**config.mk**
```make
export PLATFORM = sky130hd
export DESIGN_NAME = edge_timestamp_fifo
export DESIGN_NICKNAME = d
export VERILOG_FILES = /design/src/rtl/edge_ts_pkg.sv /design/src/rtl/sync_fifo_fwft.sv /design/src/rtl/edge_timestamp_fifo.sv
export SDC_FILE = /design/constraint.sdc
export NUM_CORES = 1
export LEC_CHECK = 0
export BUFFER_PORTS_ARGS = -buffer_cell sky130_fd_sc_hd__buf_2
export CAP_MARGIN = 15
export CORE_MARGIN = 2
export CORE_UTILIZATION = 50
export DETAILED_ROUTE_END_ITERATION = 12
export PLACE_DENSITY_LB_ADDON = 0.3
export SLEW_MARGIN = 20
export SYNTH_ARGS = -nofsm -noshare
export SYNTH_HDL_FRONTEND = slang
export SYNTH_HIERARCHICAL = 1
export SYNTH_SLANG_ARGS = --single-unit
```
**constraint.sdc**
```tcl
create_clock -name clk -period 7.05 [get_ports clk]
set_input_delay 1.41 -clock clk [delete_from_list [all_inputs] [get_ports clk]]
set_output_delay 1.41 -clock clk [all_outputs]
set_load 0.01 [all_outputs]
```
**src/rtl/edge_ts_pkg.sv**
```systemverilog
// Shared definitions for the edge timestamp path: the edge type encoding
// and the layout of an event word {edge_type, timestamp}.
package edge_ts_pkg;

  localparam logic EDGE_RISE = 1'b1;
  localparam logic EDGE_FALL = 1'b0;

  // The timestamp occupies the low bits and the edge type sits directly above it.
  localparam int EV_TS_LSB = 0;

  function automatic int ev_width(input int ts_width);
    return ts_width + 1;
  endfunction

  function automatic int ev_type_bit(input int ts_width);
    return ts_width;
  endfunction

endpackage

```
**src/rtl/sync_fifo_fwft.sv**
```systemverilog
// Single-clock first-word-fall-through FIFO: the head entry is visible on
// rdata whenever the FIFO is non-empty. A push into a full FIFO is accepted
// only when a pop happens in the same cycle.
module sync_fifo_fwft #(
  parameter int WIDTH = 8,
  parameter int DEPTH = 8
) (
  input  logic                     clk,
  input  logic                     rst,
  input  logic                     push,
  input  logic [WIDTH-1:0]         wdata,
  input  logic                     pop,
  output logic [WIDTH-1:0]         rdata,
  output logic [$clog2(DEPTH):0]   count,
  output logic                     full,
  output logic                     empty
);

  localparam int AW = $clog2(DEPTH);

  logic [WIDTH-1:0] mem_q [DEPTH];
  logic [AW-1:0]    wr_ptr_q, wr_ptr_d;
  logic [AW-1:0]    rd_ptr_q, rd_ptr_d;
  logic [AW:0]      count_q, count_d;
  logic             do_push, do_pop;

  assign empty   = (count_q == '0);
  assign full    = (count_q == (AW+1)'(DEPTH));
  assign do_pop  = pop & ~empty;
  assign do_push = push & (~full | do_pop);

  always_comb begin
    wr_ptr_d = wr_ptr_q;
    rd_ptr_d = rd_ptr_q;
    count_d  = count_q;
    if (do_push) wr_ptr_d = wr_ptr_q + AW'(1);
    if (do_pop)  rd_ptr_d = rd_ptr_q + AW'(1);
    case ({do_push, do_pop})
      2'b10:   count_d = count_q + (AW+1)'(1);
      2'b01:   count_d = count_q - (AW+1)'(1);
      default: count_d = count_q;
    endcase
  end

  always_ff @(posedge clk) begin
    if (rst) begin
      wr_ptr_q <= '0;
      rd_ptr_q <= '0;
      count_q  <= '0;
    end else begin
      wr_ptr_q <= wr_ptr_d;
      rd_ptr_q <= rd_ptr_d;
      count_q  <= count_d;
    end
  end

  // Storage is never reset; stale words are hidden by the empty gate below.
  always_ff @(posedge clk) begin
    if (do_push) mem_q[wr_ptr_q] <= wdata;
  end

  assign rdata = empty ? '0 : mem_q[rd_ptr_q];
  assign count = count_q;

endmodule

```
**src/rtl/edge_timestamp_fifo.sv**
```systemverilog
// Detects enabled rising/falling edges, tags them with a free-running cycle
// timestamp and queues them for readout; counts edges lost to a full queue.
module edge_timestamp_fifo
  import edge_ts_pkg::*;
#(
  parameter int TS_WIDTH   = 32,
  parameter int DEPTH      = 8,
  parameter int DROP_WIDTH = 16
) (
  input  logic                       clk,
  input  logic                       rst,
  input  logic                       sig,
  input  logic                       delayed_sig,
  input  logic                       rise_en,
  input  logic                       fall_en,
  output logic                       ev_valid,
  input  logic                       ev_ready,
  output logic [TS_WIDTH:0]          ev_data,
  output logic [$clog2(DEPTH):0]     ev_count,
  output logic                       overflow,
  output logic [DROP_WIDTH-1:0]      drop_count,
  input  logic                       clr_stats
);

  localparam int EW = ev_width(TS_WIDTH);
  localparam int TB = ev_type_bit(TS_WIDTH);

  logic                  armed_q;
  logic [TS_WIDTH-1:0]   ts_q;
  logic                  overflow_q, overflow_d;
  logic [DROP_WIDTH-1:0] drop_count_q, drop_count_d;

  logic          rise, fall, edge_req, push, pop, drop;
  logic          fifo_full, fifo_empty;
  logic [EW-1:0] wdata;

  assign rise     = sig & ~delayed_sig;
  assign fall     = ~sig & delayed_sig;
  // armed_q masks the first cycle after reset, when delayed_sig is not yet valid.
  assign edge_req = armed_q & ((rise & rise_en) | (fall & fall_en));
  assign pop      = ev_valid & ev_ready;
  assign push     = edge_req & (~fifo_full | pop);
  assign drop     = edge_req & ~push;

  always_comb begin
    wdata                       = '0;
    wdata[TB]                   = rise ? EDGE_RISE : EDGE_FALL;
    wdata[EV_TS_LSB +: TS_WIDTH] = ts_q;
  end

  always_comb begin
    overflow_d   = overflow_q;
    drop_count_d = drop_count_q;
    if (clr_stats) begin
      overflow_d   = 1'b0;
      drop_count_d = '0;
    end
    // A drop in the same cycle as a clear still gets counted.
    if (drop) begin
      overflow_d = 1'b1;
      if (clr_stats)
        drop_count_d = DROP_WIDTH'(1);
      else if (drop_count_q != '1)
        drop_count_d = drop_count_q + DROP_WIDTH'(1);
    end
  end

  always_ff @(posedge clk) begin
    if (rst) begin
      armed_q      <= 1'b0;
      ts_q         <= '0;
      overflow_q   <= 1'b0;
      drop_count_q <= '0;
    end else begin
      armed_q      <= 1'b1;
      ts_q         <= ts_q + TS_WIDTH'(1);
      overflow_q   <= overflow_d;
      drop_count_q <= drop_count_d;
    end
  end

  sync_fifo_fwft #(
    .WIDTH (EW),
    .DEPTH (DEPTH)
  ) u_fifo (
    .clk   (clk),
    .rst   (rst),
    .push  (push),
    .wdata (wdata),
    .pop   (pop),
    .rdata (ev_data),
    .count (ev_count),
    .full  (fifo_full),
    .empty (fifo_empty)
  );

  assign ev_valid   = ~fifo_empty;
  assign overflow   = overflow_q;
  assign drop_count = drop_count_q;

endmodule
```
==> flow_results.xml <==
<?xml version="1.0" encoding="UTF-8"?>
<metrics>
  <group name="final_layout">
    <metric name="share_of_cells_above_drive_strength_1" unit="%">25.2</metric>
    <metric name="layout-area-overhead-vs-synth" unit="%">14.7</metric>
    <metric name="final_core_utilization" unit="%">57.9</metric>
    <metric name="antennaDiodeCount" unit="">0</metric>
    <metric name="register_area" unit="sq um">9200</metric>
    <metric name="num-fill-cells" unit="">1983</metric>
    <metric name="multi_input_comb_area" unit="sq um">3700</metric>
    <metric name="finish.net_count" unit="">860</metric>
    <metric name="final_cell_count_no_fill" unit="">1205</metric>
  </group>
  <group name="clocking">
    <metric name="post_cts_resize_count" unit="">0</metric>
    <metric name="clkTransAtPathRegs" unit="ps">60</metric>
    <metric name="cts.sink_count" unit="">327</metric>
    <metric name="number_of_clock_buffers_inserted_by_tritoncts" unit="">34</metric>
    <metric name="holdBufCountCts" unit="">0</metric>
    <metric name="post_cts.repair.setup_buffers" unit="">0</metric>
    <metric name="cts-root-to-sink-buffers" unit="">3</metric>
    <metric name="clock-root-buffer" unit="">sky130_fd_sc_hd__clkbuf_16</metric>
    <metric name="htree_num_levels" unit="">2</metric>
    <metric name="cts_tree" unit="">built</metric>
    <metric name="worst_skew_pair.late_latency" unit="ps">500</metric>
  </group>
  <group name="synth">
    <metric name="synth.top_cell.area_share" unit="%">60.8</metric>
    <metric name="post_synth_main_area_contributors" unit="">sky130_fd_sc_hd__edfxtp_1 (61%), sky130_fd_sc_hd__mux4_2 (11%), sky130_fd_sc_hd__dfxtp_1 (9.7%)</metric>
    <metric name="postSynthAreaPerCell" unit="sq um">16.9</metric>
    <metric name="post_synth_instance_area" unit="sq um">13000</metric>
    <metric name="post_synth_num_cell_types" unit="">49</metric>
    <metric name="ys_seq_elements" unit="">327</metric>
    <metric name="post-synth-top-count-cell" unit="">sky130_fd_sc_hd__edfxtp_1</metric>
    <metric name="synth-seq-area-share" unit="%">70.5</metric>
    <metric name="yosys_most_used_dff" unit="">sky130_fd_sc_hd__edfxtp_1</metric>
    <metric name="synth-edff-count" unit="">264</metric>
    <metric name="yosys_warnings" unit="">6</metric>
    <metric name="ys_top_cells_by_count" unit="">sky130_fd_sc_hd__edfxtp_1 (264), sky130_fd_sc_hd__nor2_1 (88), sky130_fd_sc_hd__mux4_2 (66)</metric>
    <metric name="ys_async_sr_fraction" unit="%">0</metric>
    <metric name="synthesis.instances" unit="">770</metric>
    <metric name="synth_nets" unit="">785</metric>
    <metric name="yosys.area.top_type" unit="">sky130_fd_sc_hd__edfxtp_1</metric>
  </group>
  <group name="grt">
    <metric name="grt_start_max_net_pins" unit="">49</metric>
    <metric name="number_of_antenna_violations_at_the_first_check_in_global_routing" unit="">0</metric>
    <metric name="vias_in_the_first_global_route" unit="">6938</metric>
    <metric name="grt_pass1_wl" unit="microns">38500</metric>
    <metric name="track_usage" unit="%">18.6</metric>
    <metric name="globalRouteOverflowTotal" unit="">0</metric>
  </group>
  <group name="detailed_routing">
    <metric name="first_iter_violations" unit="">535</metric>
    <metric name="detailedRoute.firstPassIterationCount" unit="">5</metric>
    <metric name="route.antenna.remaining_nets" unit="">0</metric>
    <metric name="drc_errors" unit="">0</metric>
    <metric name="detailroute.via_count" unit="">6836</metric>
    <metric name="drt_wl_total" unit="microns">24500</metric>
    <metric name="routed_wire_length_per_instance" unit="microns">20.3</metric>
    <metric name="detail_route.vias_per_cell" unit="">5.67</metric>
  </group>
  <group name="critical_path">
    <metric name="worst_ep_arrival_time" unit="ps">2960</metric>
    <metric name="rrSetupSlack" unit="ps">4000</metric>
    <metric name="worst-setup-path-type" unit="">register to primary output</metric>
    <metric name="ff2ff_path_depth" unit="">11</metric>
    <metric name="critical_path_peak_fanout" unit="">42</metric>
    <metric name="cp-end-kind" unit="">primary output</metric>
    <metric name="timing.critical_path.from_type" unit="">register</metric>
    <metric name="crit_required" unit="ps">5640</metric>
  </group>
  <group name="power_and_ir_drop">
    <metric name="vdd_ir_drop_max" unit="mV">0.180</metric>
    <metric name="power.density_cell_area" unit="nW/um^2">264</metric>
    <metric name="cellLeakagePower" unit="nW">4.91</metric>
  </group>
  <group name="floorplan">
    <metric name="floorplan.initialDensity" unit="%">50.5</metric>
    <metric name="pin_count" unit="">63</metric>
    <metric name="die_h" unit="microns">165</metric>
    <metric name="core" unit="sq um">25800</metric>
    <metric name="core.rowCount" unit="">59</metric>
    <metric name="die-area" unit="sq um">27400</metric>
    <metric name="fp.dieW" unit="microns">165</metric>
  </group>
  <group name="timing">
    <metric name="whs" unit="ps">477</metric>
    <metric name="final.period_utilization" unit="%">62.0</metric>
    <metric name="final_setup_violation_count" unit="">0</metric>
    <metric name="max_slew.worst_pin.slew" unit="ps">1020</metric>
    <metric name="final.setup_skew" unit="ps">13.7</metric>
    <metric name="slew-limit-headroom" unit="%">31.9</metric>
    <metric name="final-max-slew-violation-count" unit="">0</metric>
    <metric name="fin_crit" unit="ps">4370</metric>
    <metric name="max_clock_freq" unit="MHz">229</metric>
    <metric name="finalHoldViolations" unit="">0</metric>
    <metric name="grt_setup_unrepaired" unit="">no</metric>
    <metric name="setup_slack" unit="ps">2680</metric>
    <metric name="setup-tns-final" unit="ps">0</metric>
  </group>
  <group name="placement">
    <metric name="portBuffers" unit="">62</metric>
    <metric name="globalplace.congestion" unit="">0.809</metric>
    <metric name="placed_cells" unit="">1143</metric>
    <metric name="dp_worst_setup_slack" unit="ps">3060</metric>
    <metric name="detailed_place_hpwl" unit="microns">13800</metric>
  </group>
  <group name="flow_run">
    <metric name="maxCapViolations" unit="">0</metric>
  </group>
  <group name="outcome">
    <metric name="run_status" unit="">finished clean</metric>
  </group>
  <group name="worst_hold_path">
    <metric name="min_path_type" unit="">register to register</metric>
    <metric name="hold-path-cell-count" unit="">2</metric>
  </group>
</metrics>
[critical path, cell delays in order (launching register included)]
cell and delay [ps]:
sky130_fd_sc_hd__dfxtp_4 920, sky130_fd_sc_hd__buf_4 570, sky130_fd_sc_hd__mux4_2 580, sky130_fd_sc_hd__mux2i_1 170, sky130_fd_sc_hd__nor2_1 60, sky130_fd_sc_hd__buf_2 150
[cells by family after synthesis]
| logic type | Yosys count | synth area share (%) |
|---|---|---|
| flip-flops | 327 | 70.5 |
| AND/OR/NAND/NOR | 208 | 8.27 |
| multiplexers | 104 | 14.3 |
| buffers and inverters | 48 | 1.64 |
| AO/OA/AOI/OAI | 38 | 1.99 |
| XOR/XNOR | 38 | 2.55 |
| adder cells (fa/ha/maj) | 7 | 0.729 |
[final timing paths]
kind	startpoint	endpoint
hold reg to reg	overflow	overflow
setup / recovery	register	ev_data[6]
hold / removal	overflow	overflow
setup reg to reg	u_fifo/count[1]	u_fifo/count[3]
[cell usage in the layout, fill, tap and decap left out, types with 12 or more instances in the layout]
| cell type | n |
|---|---|
| sky130_fd_sc_hd__clkbuf_16 | 35 |
| sky130_fd_sc_hd__nand4_1 | 13 |
| sky130_fd_sc_hd__edfxtp_1 | 264 |
| sky130_fd_sc_hd__nand3_1 | 19 |
| sky130_fd_sc_hd__nor2_1 | 85 |
| sky130_fd_sc_hd__a21oi_1 | 15 |
| sky130_fd_sc_hd__xor2_1 | 21 |
| sky130_fd_sc_hd__buf_2 | 62 |
| sky130_fd_sc_hd__xnor2_1 | 17 |
| sky130_fd_sc_hd__mux4_2 | 66 |
| sky130_fd_sc_hd__mux2i_1 | 38 |
| sky130_fd_sc_hd__buf_4 | 12 |
| sky130_fd_sc_hd__nand2_1 | 16 |
| sky130_fd_sc_hd__dfxtp_1 | 60 |
[per-layer routing]
metal,vias to the layer above,GRT usage [%],part of all wire (%)
met2,166,30.5,48
met4,0,4.90,1.9
met3,35,3.27,5.1
li1,3150,-,-
met1,3485,26.2,45
met5,-,0,0
[state kept, by name, indices dropped and copies added (netlist names), named ones only]
signal / flops
u_fifo/count: 4
u_fifo/wr_ptr_q: 3
overflow: 1
ts_q: 32
u_fifo/mem_q: 264
armed_q: 1
drop_count: 16
u_fifo/rd_ptr_q: 3
[per-stage QoR]
step	total power, mW	area (sq um)
after detailed placement	2.19	13800
after floorplan	2.17	13000
after CTS	3.98	14900
after global routing	4.06	14900
after global placement	2.19	13700
final	3.94	14900
[cell type report]
class	instances	share of cell area [%]
Inverter	11	0.276
Clock buffer	49	6.48
Clock inverter	12	1.14
Timing Repair Buffer	76	3.05
Sequential cell	327	61.5
Tap cell	335	2.80
Multi-Input combinational cell	395	24.7
[power by group]
group	leakage, nW	switching, mW	internal [mW]
registers	2.96	0.00962	2.07
clock network	0.547	0.688	1.10
logic	1.40	0.0399	0.0247
total	4.91	0.738	3.20
No activity file was read; power rests on OpenSTA's default activity.
